<file path="config.mk">
export PLATFORM = sky130hd
export DESIGN_NAME = uparc_sysbus_arb
export DESIGN_NICKNAME = d
export VERILOG_FILES = /design/src/rtl/uparc_sysbus_arb_pkg.sv /design/src/rtl/uparc_sysbus_req_slot.sv /design/src/rtl/uparc_sysbus_arb.sv
export SDC_FILE = /design/constraint.sdc
export NUM_CORES = 1
export LEC_CHECK = 0
export CORE_ASPECT_RATIO = 0.7
export CORE_MARGIN = 1.5
export CORE_UTILIZATION = 38
export DETAILED_ROUTE_END_ITERATION = 8
export GPL_TIMING_DRIVEN = 0
export PLACE_DENSITY = 0.74
export SKIP_CTS_REPAIR_TIMING = 1
export SYNTH_ARGS = -nofsm -noshare
export SYNTH_HDL_FRONTEND = slang
export SYNTH_SLANG_ARGS = --single-unit
</file>
<file path="constraint.sdc">
create_clock -name clk -period 1.3 [get_ports clk]
set_input_delay 0.26 -clock clk [delete_from_list [all_inputs] [get_ports clk]]
set_output_delay 0.26 -clock clk [all_outputs]
set_load 0.01 [all_outputs]
</file>
<file path="src/rtl/uparc_sysbus_arb_pkg.sv">
// Shared encodings for the system-bus arbiter: FSM states, transfer owner
// and the default watchdog length.
package uparc_sysbus_arb_pkg;

   localparam logic [0:0] ST_IDLE = 1'b0;
   localparam logic [0:0] ST_BUSY = 1'b1;

   localparam logic [0:0] OWN_I = 1'b0;
   localparam logic [0:0] OWN_D = 1'b1;

   localparam int TMO_CYC_DEF = 255;

   // Width that can hold 0..tmo; kept at least 1 so a disabled watchdog still elaborates.
   function automatic int tmo_cnt_w(input int tmo);
      return (tmo > 0) ? $clog2(tmo + 1) : 1;
   endfunction

endpackage

</file>
<file path="src/rtl/uparc_sysbus_req_slot.sv">
// Single pending-request latch: captures a command pulse and holds it until
// the arbiter grants (clears) it.
module uparc_sysbus_req_slot #(
   parameter int ADDR_W = 32,
   parameter int DATA_W = 32,
   parameter int BEN_W  = 4
) (
   input  logic              clk,
   input  logic              rst,
   input  logic              cap_i,
   input  logic              clr_i,
   input  logic [ADDR_W-1:0] addr_i,
   input  logic              rnw_i,
   input  logic [BEN_W-1:0]  ben_i,
   input  logic [DATA_W-1:0] data_i,
   output logic              vld_o,
   output logic [ADDR_W-1:0] addr_o,
   output logic              rnw_o,
   output logic [BEN_W-1:0]  ben_o,
   output logic [DATA_W-1:0] data_o
);

   logic              vld_q, vld_d;
   logic [ADDR_W-1:0] addr_q, addr_d;
   logic              rnw_q, rnw_d;
   logic [BEN_W-1:0]  ben_q, ben_d;
   logic [DATA_W-1:0] data_q, data_d;

   // Capture beats clear so a pulse landing on the grant cycle is not lost.
   always_comb begin
      vld_d  = vld_q;
      addr_d = addr_q;
      rnw_d  = rnw_q;
      ben_d  = ben_q;
      data_d = data_q;
      if (clr_i) vld_d = 1'b0;
      if (cap_i) begin
         vld_d  = 1'b1;
         addr_d = addr_i;
         rnw_d  = rnw_i;
         ben_d  = ben_i;
         data_d = data_i;
      end
   end

   always_ff @(posedge clk) begin
      if (rst) begin
         vld_q  <= 1'b0;
         addr_q <= '0;
         rnw_q  <= 1'b0;
         ben_q  <= '0;
         data_q <= '0;
      end else begin
         vld_q  <= vld_d;
         addr_q <= addr_d;
         rnw_q  <= rnw_d;
         ben_q  <= ben_d;
         data_q <= data_d;
      end
   end

   // A second pulse while the first is still waiting overwrites it.
   always_ff @(posedge clk) begin
      if (!rst) assert (!(cap_i && vld_q && !clr_i));
   end

   assign vld_o  = vld_q;
   assign addr_o = addr_q;
   assign rnw_o  = rnw_q;
   assign ben_o  = ben_q;
   assign data_o = data_q;

endmodule

</file>
<file path="src/rtl/uparc_sysbus_arb.sv">
// Merges the CPU I-Port and D-Port onto one single-outstanding system bus with
// round-robin arbitration, response routing and a no-response watchdog.
//
// state   | meaning
// IDLE    | no transfer outstanding; grant a pending slot if any
// BUSY    | one transfer issued; waiting for slave Rdy/Err or watchdog expiry
module uparc_sysbus_arb
   import uparc_sysbus_arb_pkg::*;
#(
   parameter int ADDR_W  = 32,
   parameter int DATA_W  = 32,
   parameter int BEN_W   = 4,
   parameter int TMO_CYC = TMO_CYC_DEF
) (
   input  logic              clk,
   input  logic              rst,
   input  logic [ADDR_W-1:0] i_IAddr,
   input  logic              i_IRdC,
   output logic [DATA_W-1:0] o_IData,
   output logic              o_IRdy,
   output logic              o_IErr,
   input  logic [ADDR_W-1:0] i_DAddr,
   input  logic              i_DCmd,
   input  logic              i_DRnW,
   input  logic [BEN_W-1:0]  i_DBen,
   input  logic [DATA_W-1:0] i_DData,
   output logic [DATA_W-1:0] o_DData,
   output logic              o_DRdy,
   output logic              o_DErr,
   output logic [ADDR_W-1:0] o_BAddr,
   output logic              o_BCmd,
   output logic              o_BRnW,
   output logic [BEN_W-1:0]  o_BBen,
   output logic [DATA_W-1:0] o_BData,
   input  logic [DATA_W-1:0] i_BData,
   input  logic              i_BRdy,
   input  logic              i_BErr
);

   localparam int CNT_W = tmo_cnt_w(TMO_CYC);
   localparam logic [CNT_W-1:0] TMO_LAST = CNT_W'((TMO_CYC > 0) ? TMO_CYC - 1 : 0);

   logic              i_vld, d_vld, i_rnw, d_rnw;
   logic [ADDR_W-1:0] i_addr, d_addr;
   logic [BEN_W-1:0]  i_ben, d_ben;
   logic [DATA_W-1:0] i_wdat, d_wdat;
   logic              grant_i, grant_d, tmo_hit;

   logic [0:0]        state_q, state_d, owner_q, owner_d, last_q, last_d;
   logic [CNT_W-1:0]  cnt_q, cnt_d;
   logic              b_cmd_q, b_cmd_d, b_rnw_q, b_rnw_d;
   logic [ADDR_W-1:0] b_addr_q, b_addr_d;
   logic [BEN_W-1:0]  b_ben_q, b_ben_d;
   logic [DATA_W-1:0] b_data_q, b_data_d;
   logic              i_rdy_q, i_rdy_d, i_err_q, i_err_d;
   logic              d_rdy_q, d_rdy_d, d_err_q, d_err_d;
   logic [DATA_W-1:0] i_data_q, i_data_d, d_data_q, d_data_d;

   uparc_sysbus_req_slot #(.ADDR_W(ADDR_W), .DATA_W(DATA_W), .BEN_W(BEN_W)) u_slot_i (
      .clk(clk), .rst(rst), .cap_i(i_IRdC), .clr_i(grant_i),
      .addr_i(i_IAddr), .rnw_i(1'b1), .ben_i({BEN_W{1'b1}}), .data_i({DATA_W{1'b0}}),
      .vld_o(i_vld), .addr_o(i_addr), .rnw_o(i_rnw), .ben_o(i_ben), .data_o(i_wdat)
   );

   uparc_sysbus_req_slot #(.ADDR_W(ADDR_W), .DATA_W(DATA_W), .BEN_W(BEN_W)) u_slot_d (
      .clk(clk), .rst(rst), .cap_i(i_DCmd), .clr_i(grant_d),
      .addr_i(i_DAddr), .rnw_i(i_DRnW), .ben_i(i_DBen), .data_i(i_DData),
      .vld_o(d_vld), .addr_o(d_addr), .rnw_o(d_rnw), .ben_o(d_ben), .data_o(d_wdat)
   );

   always_comb begin
      state_d  = state_q;
      owner_d  = owner_q;
      last_d   = last_q;
      cnt_d    = cnt_q;
      b_cmd_d  = 1'b0;
      b_addr_d = b_addr_q;
      b_rnw_d  = b_rnw_q;
      b_ben_d  = b_ben_q;
      b_data_d = b_data_q;
      i_rdy_d  = 1'b0;
      i_err_d  = 1'b0;
      d_rdy_d  = 1'b0;
      d_err_d  = 1'b0;
      i_data_d = i_data_q;
      d_data_d = d_data_q;
      grant_i  = 1'b0;
      grant_d  = 1'b0;
      tmo_hit  = 1'b0;
      case (state_q)
         ST_IDLE: begin
            if (i_vld && d_vld) begin
               grant_d = (last_q == OWN_I);
               grant_i = !grant_d;
            end else begin
               grant_i = i_vld;
               grant_d = d_vld;
            end
            if (grant_i || grant_d) begin
               state_d  = ST_BUSY;
               owner_d  = grant_d ? OWN_D : OWN_I;
               last_d   = grant_d ? OWN_D : OWN_I;
               cnt_d    = '0;
               b_cmd_d  = 1'b1;
               b_addr_d = grant_d ? d_addr : i_addr;
               b_rnw_d  = grant_d ? d_rnw  : i_rnw;
               b_ben_d  = grant_d ? d_ben  : i_ben;
               b_data_d = grant_d ? d_wdat : i_wdat;
            end
         end
         default: begin
            tmo_hit = (TMO_CYC > 0) && (cnt_q == TMO_LAST);
            // A slave Rdy arriving on the expiry cycle still completes normally.
            if (i_BErr || (tmo_hit && !i_BRdy)) begin
               state_d = ST_IDLE;
               i_err_d = (owner_q == OWN_I);
               d_err_d = (owner_q == OWN_D);
            end else if (i_BRdy) begin
               state_d = ST_IDLE;
               if (owner_q == OWN_D) begin
                  d_rdy_d  = 1'b1;
                  d_data_d = i_BData;
               end else begin
                  i_rdy_d  = 1'b1;
                  i_data_d = i_BData;
               end
            end else if (TMO_CYC > 0) begin
               cnt_d = cnt_q + CNT_W'(1);
            end
         end
      endcase
   end

   always_ff @(posedge clk) begin
      if (rst) begin
         state_q  <= ST_IDLE;
         owner_q  <= OWN_I;
         last_q   <= OWN_I;
         cnt_q    <= '0;
         b_cmd_q  <= 1'b0;
         b_addr_q <= '0;
         b_rnw_q  <= 1'b0;
         b_ben_q  <= '0;
         b_data_q <= '0;
         i_rdy_q  <= 1'b0;
         i_err_q  <= 1'b0;
         d_rdy_q  <= 1'b0;
         d_err_q  <= 1'b0;
         i_data_q <= '0;
         d_data_q <= '0;
      end else begin
         state_q  <= state_d;
         owner_q  <= owner_d;
         last_q   <= last_d;
         cnt_q    <= cnt_d;
         b_cmd_q  <= b_cmd_d;
         b_addr_q <= b_addr_d;
         b_rnw_q  <= b_rnw_d;
         b_ben_q  <= b_ben_d;
         b_data_q <= b_data_d;
         i_rdy_q  <= i_rdy_d;
         i_err_q  <= i_err_d;
         d_rdy_q  <= d_rdy_d;
         d_err_q  <= d_err_d;
         i_data_q <= i_data_d;
         d_data_q <= d_data_d;
      end
   end

   assign o_BCmd  = b_cmd_q;
   assign o_BAddr = b_addr_q;
   assign o_BRnW  = b_rnw_q;
   assign o_BBen  = b_ben_q;
   assign o_BData = b_data_q;
   assign o_IRdy  = i_rdy_q;
   assign o_IErr  = i_err_q;
   assign o_IData = i_data_q;
   assign o_DRdy  = d_rdy_q;
   assign o_DErr  = d_err_q;
   assign o_DData = d_data_q;

endmodule

</file>
Word level (Yosys, flattened, before mapping). Index checks and enable logic that the tools add are counted.

Add/sub/neg operators: 1. Multiply operators: 0. Divide/modulo/power cells: 0. Order comparisons: 0. Equal/unequal tests: 3. Shift operators: 0. Multiplexer cells: 25. Bitwise gates (word level): 4. Reductions and logical operators: 15.

Operator list (count): 2-to-1 mux 32 bit (2); 2-to-1 mux 8 bit (4); 2-to-1 mux 1 bit (18); adder 8 x 1 -> 8 bit (second input constant) (1); equality test 8 bit (second input constant) (1); AND reduction 4 bit (2); nonzero test 2 bit (3); 2-to-1 mux 4 bit (1); inequality test 2 bit (second input constant) (2); inverter 1 bit (4); OR reduction 4 bit (1); AND reduction 3 bit (1); OR reduction 3 bit (1); logical AND 1 bit (2); logical OR 1 bit (2); AND reduction 2 bit (1); OR reduction 2 bit (1); logical NOT 1 bit (1).

Flip-flop bits (word level): 253. Bits in latches: 0. Bits in writable memories: 0. Memory bits (read-only): 0. Input bits: 139. Output and inout bits: 138. Word-level logic and storage cells: 71. Memories: 0.

Depth between registers and ports, before layout. Gate-level depths: netlist of run 1.

Depth after elaboration: 6. Gate-level depth with buffers: 7. Depth with buffers taken out: 6.

Cells and area by module. Synthesis of run 1 repeated with hierarchy kept, for this count alone.

Cell total of the unflattened synthesis: 1119. Area total of the unflattened synthesis: 10920.5 sq um.

By module, submodules not included: uparc_sysbus_arb (times used 1, cells each 665, area an instance 5890.6 sq um); uparc_sysbus_req_slot (times used 2, cells each 227, area an instance 2514.9 sq um).

Worst setup path after synthesis of run 1. OpenSTA, ideal clock, no wires.

Path kind: register -> register. Start point: reg cnt_q[0]. End point: reg cnt_q[5]. Data arrival time: 1.407 ns. Path slack: -0.181 ns. Stages on the path, launching flop included: 7. Buffers on the path: 0. Period minus slack after synthesis: 1.481 ns. Cell sequence: dfxtp_1 inv_1 ha_1 nand4b_1 o21ai_2 or4_1 a31oi_1.

Cells in the longest elaborated chain, start to end: 5. Elaborated cells on any way between the ends: 9.

Ends and longest elaborated chain: from (decl) (line uparc_sysbus_arb.sv:50) `logic [CNT_W-1:0] cnt_q, cnt_d;`; from (signal assigned) (line uparc_sysbus_arb.sv:155) `cnt_q <= cnt_d;`; branches (longest 5 deep; another with adder 8 x 1 -> 8 bit).

Several ways; the timed one is not identified. The select of a mux whose other input is x is not followed. A chain may end at the register's enable or synchronous reset.

Final worst setup path of run 1.
Start point: reg state_q. End point: reg i_data_q[13] (netlist: o_IData[13]).

Cells in the longest elaborated chain, start to end: 1.

Ends and longest elaborated chain: from (decl) (line uparc_sysbus_arb.sv:49) `logic [0:0] state_q, state_d, owner_q, owner_d, last_q, last_d;`; from (signal assigned) (line uparc_sysbus_arb.sv:152) `state_q <= state_d;`; AND reduction 4 bit (no source line); to (signal assigned) (line uparc_sysbus_arb.sv:165) `i_data_q <= i_data_d;`; to (decl) (line uparc_sysbus_arb.sv:57) `logic [DATA_W-1:0] i_data_q, i_data_d, d_data_q, d_data_d;`.

No other way between the ends.

==> qor.yml, run 1 <==
outcome: "finished, violations left"
failed_checks: "negative setup slack"
post-dp-hpwl_mm: 19.4
synth_async_sr_flop_share_pct: 0
cp_slowest_cell: "dfxtp_2"
timing.final.crit_share_pct: 119
critical_path.max_stage_delay_ns: 0.32
clock-skew-final_ns: 0.0128
pin_count_of_the_biggest_net_entering_global_routing: 14
criticalPathCategory: "flop to flop"
cts_tree: "yes"
synth_enable_flop_cells: 0
timing.slew.headroom_pct: 49.2
dr.pass1.iters: 4
dieArea_um2: 25000
ys.warnings.count: 0
first_pass_grt_wire_length_mm: 42.0
wl_per_cell_um: 18.1
place.gp.congestion: 0.841
p_leak_nw: 6.56
power_mw: 18.0
synth.cell_area_um2: 9150
placed_area_um2: 12300
slew_violations: 0
timing.final.hold_violations: 0
synthTopCellsByCount: "dfxtp_1, nor2_1, mux2i_1, nand2_1, a21oi_1"
h-tree-depth: 1
synth_cell_type_count: 39
setup_viol_count_final: 143
die_height_um: 133
rsz0062_at_grt: "true"
synthFlopType: "dfxtp_1"
clockRootBuffer: "clkbuf_16"
grt.overflow.total: 0
clock_path_buffers: 3
first_global_vias: 7700
setup_slack_ns: -0.248
total_area_of_sequential_cells_um2: 5110
io-pin-count: 277
setup.worst_path.start_class: "flop"
finalWirelength_mm: 29.9
final.min_clock_period_ns: 1.55
layout-area-overhead-vs-synth_pct: 58.7
timing.critical_path.max_delay_family: "buffers and inverters"
initial_utilization_pct: 38.7
coreArea_um2: 23600
final.fill_count: 1974
hold_ws_ns: 0.270
crit_path_max_fanout: 6
port_buffer_count: 273
syn_area_per_cell_um2: 9.40
maxCapViolations: 0
postSynthCellCount: 974
grt_antenna_before_repair: 1
postRouteAntennaNets: 0
worstPathCellList: "buf_6, nand3b_1, nor2_4, buf_6, buf_6, clkbuf_16, nand2_4, a21oi_2"
fmax_ghz: 0.646
critPathMostFrequentCell: "buf_6"
layout.nets: 1463
synth_most_common_cell: "dfxtp_1"
synth_top_area_share_pct: 55.1
drt-initial-drc-count: 289
path_clk_slew_ns: 0.06
vias_per_cell: 5.00
timing.critical_path.buf_inv: 4
synth_top_cell_by_area: "dfxtp_1"
timing.critical_path.required_ns: 1.74
multiInputGateArea_um2: 4550
cts_buffers: 25
final_design_instance_area_without_fill_um2: 14500
postSynthNetCount: 1115
power.ir.vdd_worst_mv: 1.06
final.setup.tns_ns: -21.27
routed-via-count: 8273
power.density_cell_area_nw_per_um2: 1240
netlist_top_cells_area: "dfxtp_1, mux2i_1, nor2_1, nand2_1, a21oi_1"
core_occupancy_in_the_finished_layout_pct: 61.4
post_route_cells_drive_above_1_share_pct: 33.3
hold_crit_class: "input port to flop"
fp.dieW_um: 189
grtUsageTotal_pct: 20.8
endpoint_kind: "flop"
synth-seq-cells: 252
worstPathArrival_ns: 1.99
worst-slew-pin-transition_ns: 0.762
placement_rows: 47
drt_drc_violations_left: 0
cts_num_sinks: 252
synth-seq-area-share_pct: 55.1
worst_skew_pair.late_latency_ns: 0.51
[logic make-up (layout without fill, tap and decap cells)]
| family | Yosys count | count (layout) | share of synthesized area (%) |
|---|---|---|---|
| buf+inv | 79 | 440 | 3.98 |
| mux | 134 | 134 | 14.7 |
| fa+ha+maj | 2 | 2 | 0.273 |
| simple gates | 354 | 354 | 15.4 |
| other cells | 0 | 2 | 0 |
| compound gates | 153 | 153 | 10.5 |
| flops | 252 | 252 | 55.1 |
[path summary, 6_finish.rpt]
| check | from | endpoint | slack [ns] | cells after the start |
|---|---|---|---|---|
| hold reg to reg | o_DData[28] | o_DData[28] | 0.45 | 2 |
| hold / removal | i_IRdC | u_slot_i.addr_o[1] | 0.27 | 3 |
| setup reg to reg | state_q | o_IData[13] | -0.25 | 8 |
| setup / recovery | state_q | o_IData[13] | -0.25 | 8 |
[through the flow]
stage / setup slack, ns / std cells
6_report: -0.248 / 1655
5_1_grt: -0.329 / 1653
3_3_place_gp: -0.747 / 1565
4_1_cts: -0.555 / 1605
2_1_floorplan: -0.0452 / 974
3_5_place_dp: -0.826 / 1565
[area by class of cell]
cell class / instances / share of cell area, %
antenna: 2 / 0.0345
buffer: 74 / 4.37
clock buffer: 34 / 4.81
clock inverter: 6 / 0.396
inverter: 3 / 0.129
multi-input combinational: 643 / 31.3
sequential: 252 / 35.2
tap: 318 / 2.74
timing repair buffer: 323 / 21.1
[routing by layer]
metal / global-route usage (%) / wire length (um) / vias to the layer above
met5: 0 / 0 / -
met4: 4.37 / 519 / 0
met2: 31.4 / 13100 / 282
met3: 6.60 / 2460 / 41
met1: 29.1 / 13800 / 3953
li1: - / - / 3997
[worst min-delay path, delay by kind of cell]
kind	cells	cell delay [ns]
buffers and inverters	1	0.23
muxes	1	0.18
and+or+nand+nor	1	0.07
[layout by cell type, fill, tap and decap left out, types with 19 or more instances in the layout]
cell type,synthesis,routed
dfxtp_1,252,211
nor2_1,187,177
clkdlybuf4s50_1,0,135
mux2i_1,133,129
clkbuf_2,0,99
nand2_1,133,92
a21oi_2,0,40
clkbuf_16,0,38
dfxtp_2,0,37
dlymetal6s2s_1,0,34
a21oi_1,72,32
nand2_4,0,32
a22oi_2,0,30
buf_6,1,28
buf_4,1,26
a211oi_1,37,24
buf_2,27,21
clkbuf_1,38,19
[registers in the layout, indices dropped and copies added (netlist names), 4 cells and up]
name and count:
u_slot_d.data_o 32, cnt_q 8, o_BBen 4, o_BData 32, o_BAddr 32, o_DData 32
u_slot_d.addr_o 32, o_IData 32, u_slot_i.addr_o 32, u_slot_d.ben_o 4
[power breakdown]
part	leakage (nW)	total [mW]	switching, mW	internal [mW]
combinational	4.11	2.80	1.34	1.46
sequential	2.08	8.36	0.242	8.11
clock	0.373	6.86	2.94	3.93
(Power assumes the default switching activity.)
==> run 2: changes to the inputs <==
--- a/config.mk
+++ b/config.mk
@@ -7,10 +7,10 @@
 export LEC_CHECK = 0
 export CORE_ASPECT_RATIO = 0.7
 export CORE_MARGIN = 1.5
-export CORE_UTILIZATION = 38
+export CORE_UTILIZATION = 42
 export DETAILED_ROUTE_END_ITERATION = 8
 export GPL_TIMING_DRIVEN = 0
-export PLACE_DENSITY = 0.74
+export PLACE_DENSITY = 0.8
 export SKIP_CTS_REPAIR_TIMING = 1
 export SYNTH_ARGS = -nofsm -noshare
 export SYNTH_HDL_FRONTEND = slang
==> qor.yml, run 2 (synthesis results as in run 1) <==
layout.cells.most_common_list: "dfxtp_1, nor2_1, clkdlybuf4s50_1"
power.ir.vdd_worst_mv: 0.794  # -25%
cts_buffers: 25  # unchanged
placed_area_um2: 12300  # -0.43%
p_sw_share_pct: 25.7  # +0.58 points
failed_checks: "negative setup slack"
post_route_cells_drive_above_1_share_pct: 37.1  # +3.8 points
routed-via-count: 8521  # +3.0%
first_pass_grt_wire_length_mm: 42.4  # +0.92%
p_leak_nw: 6.48  # -1.2%
layout.nets: 1468  # +0.34%
initial_utilization_pct: 43.5  # +4.8 points
placement_rows: 44  # -6.4%
cts_tree: "yes"
dr.pass1.iters: 5  # +1
drt_drc_violations_left: 0  # unchanged
timing.slew.headroom_pct: 46.7  # -2.5 points
grt.overflow.total: 0  # unchanged
grtUsageTotal_pct: 23.1  # +2.3 points
postRouteAntennaNets: 0  # unchanged
fp.dieW_um: 179  # -4.8%
setup.reg_to_reg.worst_slack_ns: -0.25  # about the same
final_design_instance_area_without_fill_um2: 14700  # +0.90%
die_height_um: 127  # -4.8%
worst_skew_pair.late_latency_ns: 0.51  # about the same
hold_crit_class: "input port to flop"
h-tree-depth: 1  # unchanged
timing.critical_path.required_ns: 1.73  # about the same
crit_path_max_fanout: 8  # +2
setup_viol_count_final: 137  # -4.2%
maxCapViolations: 0  # unchanged
endpoint_kind: "flop"
setup_slack_ns: -0.247  # +0.00151 ns
drt-initial-drc-count: 416  # +44%
clock_path_buffers: 3  # unchanged
coreArea_um2: 21000  # -11%
clock-skew-final_ns: 0.0180  # +0.00518 ns
pin_count_of_the_biggest_net_entering_global_routing: 15  # +1
power_mw: 18.1  # +0.26%
worstPathArrival_ns: 1.97  # -0.02 ns
clockRootBuffer: "clkbuf_16"
switching_power_total_mw: 4.63  # +2.6%
cts_num_sinks: 252  # unchanged
path_clk_slew_ns: 0.06  # about the same
vias_per_cell: 5.26  # +5.2%
final.min_clock_period_ns: 1.55  # -0.00151 ns
outcome: "finished, violations left"
layout-area-overhead-vs-synth_pct: 60.1
power.share.sequential_pct: 46.3  # about the same
dieArea_um2: 22700  # -9.3%
core_occupancy_in_the_finished_layout_pct: 69.7  # +8.3 points
finalWirelength_mm: 31.8  # +6.5%
antenna_cells_inserted: 0  # -2
port_buffer_count: 273  # unchanged
grt_antenna_before_repair: 0  # -1
place.gp.congestion: 0.833  # -0.96%
post-dp-hpwl_mm: 19.6  # +0.82%
timing.final.crit_share_pct: 119  # about the same
io-pin-count: 277  # unchanged
slew_violations: 0  # unchanged
clockPowerShare_pct: 37.8  # -0.3 points
rsz0062_at_grt: "true"
criticalPathCategory: "flop to flop"
internal_power_mw: 13.4  # -0.52%
combinationalPowerShare_pct: 15.8  # +0.3 points
wl_per_cell_um: 19.6  # +8.8%
final_common_cell: "dfxtp_1"
setup.worst_path.start_class: "flop"
first_global_vias: 7835  # +1.8%
power.density_cell_area_nw_per_um2: 1230  # -0.64%
worst-slew-pin-transition_ns: 0.799  # +0.0374 ns
fmax_ghz: 0.646  # about the same
timing.final.hold_violations: 0  # unchanged
[run 2: area by class of cell]
cell class,count,area [um^2]
multi-input combinational,644,4660
timing repair buffer,327,3100
clock buffer,37,721
tap,276,345
sequential,252,5140
buffer,74,626
clock inverter,7,43.8
inverter,3,16.3
fill,1520,6370
[run 2: path summary, 6_finish.rpt]
check,startpoint,cells past startpoint,endpoint
setup reg to reg,cnt_q[0],7,cnt_q[0]
hold / removal,i_IRdC,3,u_slot_i.addr_o[31]
hold reg to reg,o_IData[28],2,o_IData[28]
setup / recovery,cnt_q[0],7,cnt_q[0]
[run 2: power by group through the flow]
stage / clock network (mW) / registers [mW] / logic (mW)
2_1_floorplan: 0 / 8.53 / 1.00
3_5_place_dp: 0 / 8.49 / 2.22
5_1_grt: 7.22 / 8.40 / 3.04
6_report: 6.83 / 8.37 / 2.86
4_1_cts: 6.91 / 8.32 / 2.24
3_3_place_gp: 0 / 8.48 / 2.19
[run 2: metal layers]
metal	GRT usage [%]	share of wire (%)
met5	0	0
met1	30.9	44
met4	4.02	1.5
met3	6.69	7.9
met2	37.6	47
[run 2: stage by stage]
stage          hold WS, ns  setup slack (ns)  std cells  setup TNS (ns)
6_report             0.306            -0.247       1620          -18.64
5_1_grt              0.328            -0.319       1620          -26.38
4_1_cts              0.273            -0.485       1567         -110.14
3_5_place_dp         0.446            -0.764       1523         -152.95
3_3_place_gp         0.437            -0.765       1523         -153.14
2_1_floorplan        0.396           -0.0452        974          -0.232
[run 2: critical path: stages (launching register included)]
cell,delay [ns]
dfxtp_4,0.36
inv_4,0.06
ha_4,0.12
nand4b_1,0.17
o21ai_4,0.33
buf_6,0.17
nand3_1,0.10
a21oi_2,0.15
